[src/rtl/bus_arbiter_if.sv]
// ---------------------------------------------------------------------------
// bus_arbiter_if
//
// Groups the requester handshake and the shared PET bus signals of the
// bus_arbiter so they travel as one bundle.
//
// Parameters
//   NUM_REQ  number of requester channels
//   ADDR_W   bus address width
//   DATA_W   bus data width
//
// Signals (direction as seen by the arbiter, i.e. the master modport)
//   req_valid_i  in   per-channel request pending
//   req_addr_i   in   packed addresses, channel n at [n*ADDR_W +: ADDR_W]
//   req_data_i   in   packed write data, channel n at [n*DATA_W +: DATA_W]
//   req_rw_ni    in   per-channel 1 = read, 0 = write
//   req_ready_o  out  one-hot, one-clock completion pulse
//   rd_data_o    out  captured read data
//   bus_addr_o   out  bus address, qualified by bus_addr_oe
//   bus_data_o   out  bus write data, qualified by bus_data_oe
//   bus_data_i   in   bus read data
//   bus_rw_no    out  bus rw strobe, qualified by bus_rw_noe
//
// Modports
//   master  the arbiter
//   slave   the requesters and the bus model on the other side
// ---------------------------------------------------------------------------
interface bus_arbiter_if #(
  parameter int NUM_REQ = 2,
  parameter int ADDR_W  = 17,
  parameter int DATA_W  = 8
);

  logic [NUM_REQ-1:0]        req_valid_i;
  logic [NUM_REQ*ADDR_W-1:0] req_addr_i;
  logic [NUM_REQ*DATA_W-1:0] req_data_i;
  logic [NUM_REQ-1:0]        req_rw_ni;
  logic [NUM_REQ-1:0]        req_ready_o;
  logic [DATA_W-1:0]         rd_data_o;

  logic [ADDR_W-1:0]         bus_addr_o;
  logic                      bus_addr_oe;
  logic [DATA_W-1:0]         bus_data_o;
  logic                      bus_data_oe;
  logic [DATA_W-1:0]         bus_data_i;
  logic                      bus_rw_no;
  logic                      bus_rw_noe;

  modport master (
    input  req_valid_i,
    input  req_addr_i,
    input  req_data_i,
    input  req_rw_ni,
    output req_ready_o,
    output rd_data_o,
    output bus_addr_o,
    output bus_addr_oe,
    output bus_data_o,
    output bus_data_oe,
    input  bus_data_i,
    output bus_rw_no,
    output bus_rw_noe
  );

  modport slave (
    output req_valid_i,
    output req_addr_i,
    output req_data_i,
    output req_rw_ni,
    input  req_ready_o,
    input  rd_data_o,
    input  bus_addr_o,
    input  bus_addr_oe,
    input  bus_data_o,
    input  bus_data_oe,
    output bus_data_i,
    input  bus_rw_no,
    input  bus_rw_noe
  );

endinterface

[src/rtl/bus_arbiter.sv]
// ---------------------------------------------------------------------------
// bus_arbiter
//
// System-bus sequencer that time-slices the shared PET bus between the 6502
// and up to NUM_REQ host-side requesters. Each frame is 2*PHASE_CYCLES
// system clocks: a CPU half where the 6502 owns the bus (cpu_clk_o high,
// cpu_be_o high) and a DMA half where one pending requester, chosen by
// round-robin, gets a single bus cycle.
//
// Parameters
//   NUM_REQ       number of requester channels (>= 1)
//   ADDR_W        bus address width
//   DATA_W        bus data width
//   PHASE_CYCLES  system clocks per half-frame (>= 4)
//
// Ports
//   clk_sys_i  in   system clock, all logic on the rising edge
//   reset_i    in   asynchronous, active-high reset
//   bus        --   bus_arbiter_if.master: requester handshake + PET bus
//   cpu_clk_o  out  CPU clock, clk_sys_i / (2*PHASE_CYCLES), 50% duty
//   cpu_be_o   out  CPU bus enable
//
// Every output is a register loaded from a decode of the current
// counter/phase/FSM state, so what appears on the pins during a clock is
// the decode of the state held during the previous clock. Counting cnt
// that way, bus enables are high for DMA cnt 1..PHASE_CYCLES-2 and the
// ready pulse shares the last enabled clock.
// ---------------------------------------------------------------------------
module bus_arbiter #(
  parameter int NUM_REQ      = 2,
  parameter int ADDR_W       = 17,
  parameter int DATA_W       = 8,
  parameter int PHASE_CYCLES = 8
) (
  input  logic          clk_sys_i,
  input  logic          reset_i,
  bus_arbiter_if.master bus,
  output logic          cpu_clk_o,
  output logic          cpu_be_o
);

  localparam int CNT_W = $clog2(PHASE_CYCLES);
  localparam int IDX_W = (NUM_REQ > 1) ? $clog2(NUM_REQ) : 1;

  localparam logic [CNT_W-1:0] CNT_LAST = CNT_W'(PHASE_CYCLES - 1);
  localparam logic [CNT_W-1:0] CNT_CAPT = CNT_W'(PHASE_CYCLES - 2);
  localparam logic [IDX_W-1:0] IDX_LAST = IDX_W'(NUM_REQ - 1);

  typedef enum logic [1:0] {
    IDLE,
    XFER,
    TURN
  } state_t;

  typedef enum logic {
    PH_CPU,
    PH_DMA
  } phase_t;

  state_t              state_q, state_d;
  phase_t              phase_q, phase_d;
  logic [CNT_W-1:0]    cnt_q, cnt_d;
  logic [IDX_W-1:0]    last_q, last_d;
  logic [IDX_W-1:0]    grant_q, grant_d;
  logic [ADDR_W-1:0]   xfer_addr_q, xfer_addr_d;
  logic [DATA_W-1:0]   xfer_data_q, xfer_data_d;
  logic                xfer_rw_n_q, xfer_rw_n_d;

  logic                cpu_clk_d;
  logic                cpu_be_d;
  logic [NUM_REQ-1:0]  ready_d;
  logic [DATA_W-1:0]   rd_data_d;
  logic [ADDR_W-1:0]   bus_addr_d;
  logic                bus_addr_oe_d;
  logic [DATA_W-1:0]   bus_data_d;
  logic                bus_data_oe_d;
  logic                bus_rw_n_d;
  logic                bus_rw_noe_d;

  logic                scan_found;
  logic [IDX_W-1:0]    scan_pick;

  // Round-robin scan: start one past the last winner and walk upward with
  // wrap, so the most recently served channel is considered last. The
  // index is formed in a wide integer and folded back by subtraction,
  // which keeps non-power-of-two channel counts correct.
  always_comb begin
    int               idx;
    logic [IDX_W-1:0] idx_n;
    scan_found = 1'b0;
    scan_pick  = '0;
    idx        = 0;
    idx_n      = '0;
    for (int i = 1; i <= NUM_REQ; i++) begin
      idx = int'(last_q) + i;
      if (idx >= NUM_REQ) begin
        idx = idx - NUM_REQ;
      end
      idx_n = IDX_W'(idx);
      if (!scan_found && bus.req_valid_i[idx_n]) begin
        scan_found = 1'b1;
        scan_pick  = idx_n;
      end
    end
  end

  // Next-state and registered-output decode. Counter and phase advance
  // every clock regardless of the FSM; the FSM only reacts at the fixed
  // counter positions that bound a DMA bus cycle.
  always_comb begin
    state_d       = state_q;
    cnt_d         = (cnt_q == CNT_LAST) ? '0 : cnt_q + CNT_W'(1);
    phase_d       = phase_q;
    last_d        = last_q;
    grant_d       = grant_q;
    xfer_addr_d   = xfer_addr_q;
    xfer_data_d   = xfer_data_q;
    xfer_rw_n_d   = xfer_rw_n_q;

    cpu_clk_d     = (phase_q == PH_CPU);
    cpu_be_d      = (phase_q == PH_CPU);
    ready_d       = '0;
    rd_data_d     = bus.rd_data_o;
    bus_addr_d    = bus.bus_addr_o;
    bus_addr_oe_d = 1'b0;
    bus_data_d    = bus.bus_data_o;
    bus_data_oe_d = 1'b0;
    bus_rw_n_d    = 1'b1;
    bus_rw_noe_d  = 1'b0;

    if (cnt_q == CNT_LAST) begin
      phase_d = (phase_q == PH_CPU) ? PH_DMA : PH_CPU;
    end

    case (state_q)
      IDLE: begin
        // Requests are looked at only on the first clock of the DMA half;
        // anything raised later waits for the next frame.
        if ((phase_q == PH_DMA) && (cnt_q == '0) && scan_found) begin
          state_d     = XFER;
          last_d      = scan_pick;
          grant_d     = scan_pick;
          xfer_addr_d = bus.req_addr_i[scan_pick*ADDR_W +: ADDR_W];
          xfer_data_d = bus.req_data_i[scan_pick*DATA_W +: DATA_W];
          xfer_rw_n_d = bus.req_rw_ni[scan_pick];
        end
      end

      XFER: begin
        bus_addr_oe_d = 1'b1;
        bus_addr_d    = xfer_addr_q;
        bus_rw_noe_d  = 1'b1;
        bus_rw_n_d    = xfer_rw_n_q;
        bus_data_d    = xfer_data_q;
        bus_data_oe_d = !xfer_rw_n_q;
        // Last driven clock: complete the cycle. Read data is only
        // captured for reads so a write leaves the last read visible.
        if (cnt_q == CNT_CAPT) begin
          state_d          = TURN;
          ready_d[grant_q] = 1'b1;
          if (xfer_rw_n_q) begin
            rd_data_d = bus.bus_data_i;
          end
        end
      end

      TURN: begin
        // One clock with every enable low before the CPU takes the bus.
        state_d = IDLE;
      end

      default: begin
        state_d = IDLE;
      end
    endcase
  end

  // State and output registers. Reset clears every enable at once, so a
  // transfer in flight is simply dropped without a ready pulse.
  always_ff @(posedge clk_sys_i or posedge reset_i) begin
    if (reset_i) begin
      state_q         <= IDLE;
      phase_q         <= PH_CPU;
      cnt_q           <= '0;
      last_q          <= IDX_LAST;
      grant_q         <= '0;
      xfer_addr_q     <= '0;
      xfer_data_q     <= '0;
      xfer_rw_n_q     <= 1'b1;
      cpu_clk_o       <= 1'b0;
      cpu_be_o        <= 1'b0;
      bus.req_ready_o <= '0;
      bus.rd_data_o   <= '0;
      bus.bus_addr_o  <= '0;
      bus.bus_addr_oe <= 1'b0;
      bus.bus_data_o  <= '0;
      bus.bus_data_oe <= 1'b0;
      bus.bus_rw_no   <= 1'b1;
      bus.bus_rw_noe  <= 1'b0;
    end else begin
      state_q         <= state_d;
      phase_q         <= phase_d;
      cnt_q           <= cnt_d;
      last_q          <= last_d;
      grant_q         <= grant_d;
      xfer_addr_q     <= xfer_addr_d;
      xfer_data_q     <= xfer_data_d;
      xfer_rw_n_q     <= xfer_rw_n_d;
      cpu_clk_o       <= cpu_clk_d;
      cpu_be_o        <= cpu_be_d;
      bus.req_ready_o <= ready_d;
      bus.rd_data_o   <= rd_data_d;
      bus.bus_addr_o  <= bus_addr_d;
      bus.bus_addr_oe <= bus_addr_oe_d;
      bus.bus_data_o  <= bus_data_d;
      bus.bus_data_oe <= bus_data_oe_d;
      bus.bus_rw_no   <= bus_rw_n_d;
      bus.bus_rw_noe  <= bus_rw_noe_d;
    end
  end

endmodule

[src/flat_wrapper.sv]
// flat-port wrapper written by rule: the top's interface ports become plain ports
module bus_arbiter_flat 
#(
  parameter int NUM_REQ      = 2,
  parameter int ADDR_W       = 17,
  parameter int DATA_W       = 8,
  parameter int PHASE_CYCLES = 8
)
  (clk_sys_i, reset_i, cpu_clk_o, cpu_be_o, bus_req_valid_i, bus_req_addr_i, bus_req_data_i, bus_req_rw_ni, bus_req_ready_o, bus_rd_data_o, bus_bus_addr_o, bus_bus_addr_oe, bus_bus_data_o, bus_bus_data_oe, bus_bus_data_i, bus_bus_rw_no, bus_bus_rw_noe);
  bus_arbiter_if #(.NUM_REQ(NUM_REQ), .ADDR_W(ADDR_W), .DATA_W(DATA_W)) bus_i ();
  input  logic clk_sys_i;
  input  logic reset_i;
  output logic cpu_clk_o;
  output logic cpu_be_o;
  input wire logic [$bits(bus_i.req_valid_i)-1:0] bus_req_valid_i;
  input wire logic [$bits(bus_i.req_addr_i)-1:0] bus_req_addr_i;
  input wire logic [$bits(bus_i.req_data_i)-1:0] bus_req_data_i;
  input wire logic [$bits(bus_i.req_rw_ni)-1:0] bus_req_rw_ni;
  output wire logic [$bits(bus_i.req_ready_o)-1:0] bus_req_ready_o;
  output wire logic [$bits(bus_i.rd_data_o)-1:0] bus_rd_data_o;
  output wire logic [$bits(bus_i.bus_addr_o)-1:0] bus_bus_addr_o;
  output wire logic [$bits(bus_i.bus_addr_oe)-1:0] bus_bus_addr_oe;
  output wire logic [$bits(bus_i.bus_data_o)-1:0] bus_bus_data_o;
  output wire logic [$bits(bus_i.bus_data_oe)-1:0] bus_bus_data_oe;
  input wire logic [$bits(bus_i.bus_data_i)-1:0] bus_bus_data_i;
  output wire logic [$bits(bus_i.bus_rw_no)-1:0] bus_bus_rw_no;
  output wire logic [$bits(bus_i.bus_rw_noe)-1:0] bus_bus_rw_noe;
  assign bus_i.req_valid_i = bus_req_valid_i;
  assign bus_i.req_addr_i = bus_req_addr_i;
  assign bus_i.req_data_i = bus_req_data_i;
  assign bus_i.req_rw_ni = bus_req_rw_ni;
  assign bus_req_ready_o = bus_i.req_ready_o;
  assign bus_rd_data_o = bus_i.rd_data_o;
  assign bus_bus_addr_o = bus_i.bus_addr_o;
  assign bus_bus_addr_oe = bus_i.bus_addr_oe;
  assign bus_bus_data_o = bus_i.bus_data_o;
  assign bus_bus_data_oe = bus_i.bus_data_oe;
  assign bus_i.bus_data_i = bus_bus_data_i;
  assign bus_bus_rw_no = bus_i.bus_rw_no;
  assign bus_bus_rw_noe = bus_i.bus_rw_noe;
  bus_arbiter #(.NUM_REQ(NUM_REQ), .ADDR_W(ADDR_W), .DATA_W(DATA_W), .PHASE_CYCLES(PHASE_CYCLES)) u_core (.clk_sys_i(clk_sys_i), .reset_i(reset_i), .bus(bus_i), .cpu_clk_o(cpu_clk_o), .cpu_be_o(cpu_be_o));
endmodule
[config.mk]
export PLATFORM = sky130hd
export DESIGN_NAME = bus_arbiter_flat
export DESIGN_NICKNAME = d
export VERILOG_FILES = /design/src/rtl/bus_arbiter_if.sv /design/src/rtl/bus_arbiter.sv /design/src/flat_wrapper.sv
export SDC_FILE = /design/constraint.sdc
export NUM_CORES = 1
export LEC_CHECK = 0
export BUFFER_PORTS_ARGS = -buffer_cell sky130_fd_sc_hd__buf_2
export CORE_AREA = 3 3 84 86
export CTS_CLUSTER_DIAMETER = 50
export CTS_CLUSTER_SIZE = 24
export DETAILED_ROUTE_END_ITERATION = 8
export DIE_AREA = 0 0 87 89
export PLACE_DENSITY = 0.75
export SYNTH_ARGS = -nofsm -noshare
export SYNTH_HDL_FRONTEND = slang
export SYNTH_SLANG_ARGS = --single-unit
[constraint.sdc]
create_clock -name clk_sys_i -period 2.8 [get_ports clk_sys_i]
set_clock_uncertainty 0.05 [all_clocks]
set_input_delay 0.56 -clock clk_sys_i [delete_from_list [all_inputs] [get_ports clk_sys_i]]
set_output_delay 0.56 -clock clk_sys_i [all_outputs]
set_load 0.01 [all_outputs]
* Word level (Yosys, flattened, before mapping) *
Cells that the tools add are included.
W data, S select, Z words.

word-level totals
  input port bits = 64
  output and inout bits = 41
  logic and storage cells = 72
  register bits after elaboration = 73

operators by class
  order comparisons = 7
  muxes and demuxes = 24
  eq/ne operators = 5
  add/subtract/negate cells = 5
  shift operators = 2
  $mul = 1
  bitwise logic cells = 1
  reduce and logical (&&, ||, !) cells = 11

operators with widths
  cell                   number
  $shiftx A34 B7 Y17     1
  $mux W1                17
  $shiftx A16 B5 Y8      1
  $lt A1 B2 Y1 const B   4
  $mux W2                4
  $eq A3 B3 Y1 const B   2
  $mul A1 B5 Y6 const B  1
  $logic_and A1 B1 Y1    4
  $ne A2 B1 Y1 const B   2
  $pmux W2 S2            1
  $reduce_and A2 Y1      2
  $add A1 B2 Y3 const B  1
  $add A3 B1 Y3 const B  1
  $ge A3 B2 Y1 const B   1
  $logic_not A3 Y1       1
  $mux W3                1
  $reduce_and A3 Y1      1
  $add A1 B1 Y2 const B  1
  $eq A2 B1 Y1 const B   1
  $ge A2 B2 Y1 const B   1
  $logic_not A1 Y1       2
  $logic_not A2 Y1       1
  $sub A1 B1 Y1 const B  2
  $demux W1 S1           1
  other kinds (2)        2

* Longest topological paths before layout *
  word-level depth = 12
  depth in mapped cells = 7
  mapped depth without buffers = 5

* Least setup slack after synthesis *
OpenSTA, ideal clock, no wires.

  path type = input to register
  from = in bus_req_valid_i[1]
  to = reg u_core.xfer_addr_q[10]
  data arrival time = 1.592 ns
  setup time = 0.125 ns
  setup slack = 1.033 ns
  required time = 2.625 ns
  stages on the path = 5
  path buffers = 2
  cells stage by stage = a21boi_1 -> buf_6 -> buf_6 -> mux2_4 -> mux2_2

on the way
  longest elaborated chain between the ends = 8
  elaborated cells on any way between the ends = 14
  classes of those cells = mul (1); shift (1); mux (8); reduce/logical (4)

ends and longest elaborated chain
  item                                                     line                                    text
  from (decl)                                              flat_wrapper.sv:15                      input wire logic [$bits(bus_i.req_valid_i)-1:0] bus_req_valid_i;
  $mux W1 (not written as such) (2 in a row)               bus_arbiter.sv:100                      if (!scan_found && bus.req_valid_i[idx_n]) begin
  $mux W1                                                  bus_arbiter.sv:100
  $logic_not A1 Y1                                         bus_arbiter.sv:100
  $logic_and A1 B1 Y1                                      bus_arbiter.sv:100
  $mux W1                                                  bus_arbiter.sv:100
  $mul A1 B5 Y6 or $logic_and A1 B1 Y1 (tied branches)     bus_arbiter.sv:143, bus_arbiter.sv:139
  $shiftx A34 B7 Y17 or $reduce_and A2 Y1 (tied branches)  n/a
  to (signal assigned)                                     bus_arbiter.sv:206                      xfer_addr_q <= xfer_addr_d;
  to (decl)                                                bus_arbiter.sv:65                       logic [ADDR_W-1:0] xfer_addr_q, xfer_addr_d;

Several ways; a longest one is shown, not always the timed one. The select of a mux whose other input is x is not followed.
A chain may end at the register's enable or synchronous reset.

* Worst setup path after layout *
  from = reg u_core.cnt_q[0]
  to = reg u_core.xfer_addr_q[11]

on the way
  longest elaborated chain between the ends = 4

ends and longest elaborated chain
  item                                line                text
  from (decl)                         bus_arbiter.sv:62   logic [CNT_W-1:0] cnt_q, cnt_d;
  from (signal assigned)              bus_arbiter.sv:203  cnt_q <= cnt_d;
  $logic_not A3 Y1                    bus_arbiter.sv:139  if ((phase_q == PH_DMA) && (cnt_q == '0) && scan_found) begin
  $logic_and A1 B1 Y1 (2 in a row)    bus_arbiter.sv:139
  $reduce_and A2 Y1 (no source line)  n/a

Every way passes these cells.

==> results.yml <==
routing:
  routedWlPerCell_um: 15.2
  vias: 2137
  via_per_inst: 4.91
  routed_wl_um: 6610
  drt-initial-drc-count: 68
  first_pass_iters: 4
  drc: 0
  ant_nets: 0
timing:
  setup_violations: 0
  maxSlewViolCount: 0
  period_needed_ns: 1.98
  rsz0062_at_grt: "false"
  hold_viol_final: 0
  fin_crit_sh: 0.708
  slew_headroom: 0.465
  final.setup.tns_ns: 0
  worstMarginPinSlew_ns: 0.797
  fmax_mhz: 504
pwr:
  power_mw: 2.69
  p_leak_nw: 2.10
  power_density_mw_per_mm2: 667
  ir_drop_mv: 0.362
yosys:
  syn-cell-area_mm2: 0.00319
  seq_area_frac_synth: 0.574
  avgSynthCellArea_um2: 12.9
  synth_seq_cells: 73
  synth_fp_nets: 315
  synth_area_leader_cell: "dfrtp_1"
  synth_cell_types: 25
  yosys_warnings: 0
  synth_top_area_frac: 0.549
  synthCells: 247
  ys_top_cells_by_area: "dfrtp_1 (55%), mux2_4 (13%), mux2_2 (12%), nand2_1 (8.9%), dfstp_2 (2.5%)"
global_route:
  track_usage: 0.180
  grt_max_degree: 41
  grt_pass1_vias: 2264
  antenna_found_initial: 0
  grt_pass1_wl_um: 10600
  overflow: 0
place:
  dp_hpwl_um: 4410
  place_area_mm2: 0.00377
  gp_congestion: 0.756
  port_buffers: 104
floorplanning:
  io_pins: 105
  die_h_um: 89
  start_util: 0.502
  die_area_mm2: 0.00774
  rows: 29
  core_mm2: 0.00635
  die_w_um: 87
cts:
  cts_resized: 0
  numCtsBuffers: 9
  insertion_delay_ns: 0.34
  ctsHoldBuffers: 0
  cts_root_buf: "clkbuf_8"
  cts_tree: "done"
  cts_setup_buffers: 0
  cts-htree-levels: 3
  clock_sinks: 73
  cts_buffer_depth: 2
  clk_pin_slew_ns: 0.08
hold_path:
  hold_path.class: "in2async"
outcome:
  status: "finished, final reports clean"
cells_and_area:
  finalNetCount: 421
  layout-drive-gt1-share: 0.536
  num_antenna_cells: 0
  mostFrequentLayoutCell: "buf_2"
  finalInstanceArea_mm2: 0.00404
  final_cell_mix: "buf_2 (104), nand2_1 (76), dfrtp_1 (70), mux2_2 (35), mux2_4 (27)"
  area_growth_pct: 26.6
setup_path:
  cp_max_fo: 29
  cp_data_required_time_ns: 2.98
  path_class: "reg2reg"
  start_kind: "flip-flop"
  critPathCaptureType: "flip-flop"
  cp.arrival_ns: 2.16
flow_run:
  maxCapViolCount: 0
through the flow:
step | hold WS [ns] | cells | utilization | worst slack (ns)
2_1_floorplan | 0.362 | 247 | - | 0.342
3_3_place_gp | 0.372 | 419 | 0.593 | 0.650
3_5_place_dp | 0.397 | 419 | 0.593 | 0.599
4_1_cts | 0.259 | 435 | 0.636 | 0.821
5_1_grt | 0.296 | 435 | 0.636 | 0.682
6_report | 0.253 | 435 | 0.636 | 0.816
per-layer routing:
metal / track usage / share of wire
met5: 0 / 0
met4: 0.0807 / 0.017
met3: 0.0378 / 0.061
met2: 0.310 / 0.52
met1: 0.218 / 0.40
layout make-up:
| type | count | area (um^2) |
|---|---|---|
| Tap cell | 77 | 96.3 |
| Multi-Input combinational cell | 155 | 1240 |
| Clock buffer | 11 | 141 |
| Sequential cell | 73 | 1830 |
| Timing Repair Buffer | 108 | 576 |
| Fill cell | 516 | 2310 |
| Clock inverter | 5 | 128 |
| Inverter | 6 | 23.8 |
state kept, by name, summed over array words and instances, names as in the netlist, 2 cells and up:
register,flops
u_core.bus.req_ready_o,2
u_core.xfer_addr_q,17
u_core.xfer_data_q,8
u_core.state_q,2
u_core.cnt_q,3
u_core.bus.bus_addr_o,17
u_core.bus.rd_data_o,8
u_core.bus.bus_data_o,8
power breakdown:
group          leakage, nW  switching (mW)  internal [mW]  total, mW
combinational         1.10           0.159          0.205      0.364
clock                0.130           0.389          0.707       1.10
sequential           0.873          0.0614           1.17       1.23
synthesized netlist by cell type (all sizes together):
cell type  number
a21boi          1
a21oi           1
and2            1
and4b           1
buf            11
clkbuf          2
clkinv          1
dfrtp          70
dfstp           3
ha              4
inv             5
mux2           62
nand2          76
nand2b          1
nor2            3
nor2b           1
nor4b           1
o21ai           1
or2             1
xor2            1
cell families (layout without fill, tap and decap cells):
group,Yosys count,after routing,share of synthesized area
and+or+nand+nor,85,85,0.111
DFF,73,73,0.574
muxes,62,62,0.251
buffers and inverters,19,130,0.0396
adders and majority gates,4,4,0.0157
AOI/OAI and AO/OA,3,3,0.00549
xor gates and xnor gates,1,1,0.00275
worst paths after layout:
kind / cells past startpoint / slack, ns / endpoint / start
max in group asynchronous: 3 / 1.77 / u_core.xfer_rw_n_q / reset_i
worst max register to register: 6 / 0.82 / u_core.xfer_addr_q[11] / u_core.cnt_q[0]
worst min-delay path: 2 / 0.25 / u_core.bus.bus_addr_o[14] / reset_i
worst min register to register: 2 / 0.41 / u_core.bus.bus_addr_o[14] / u_core.xfer_addr_q[14]
min in group clk_sys_i: 2 / 0.39 / u_core.bus.rd_data_o[0] / bus_bus_data_i[0]
worst max-delay path: 6 / 0.82 / u_core.xfer_addr_q[11] / u_core.cnt_q[0]
critical path, stage by stage (launching register included):
cell	delay [ns]
dfrtp_1	0.40
inv_1	0.09
ha_1	0.14
o21ai_1	0.10
nor4b_4	0.25
buf_4	0.43
mux2_2	0.39
No activity file was read; power rests on OpenSTA's default activity.
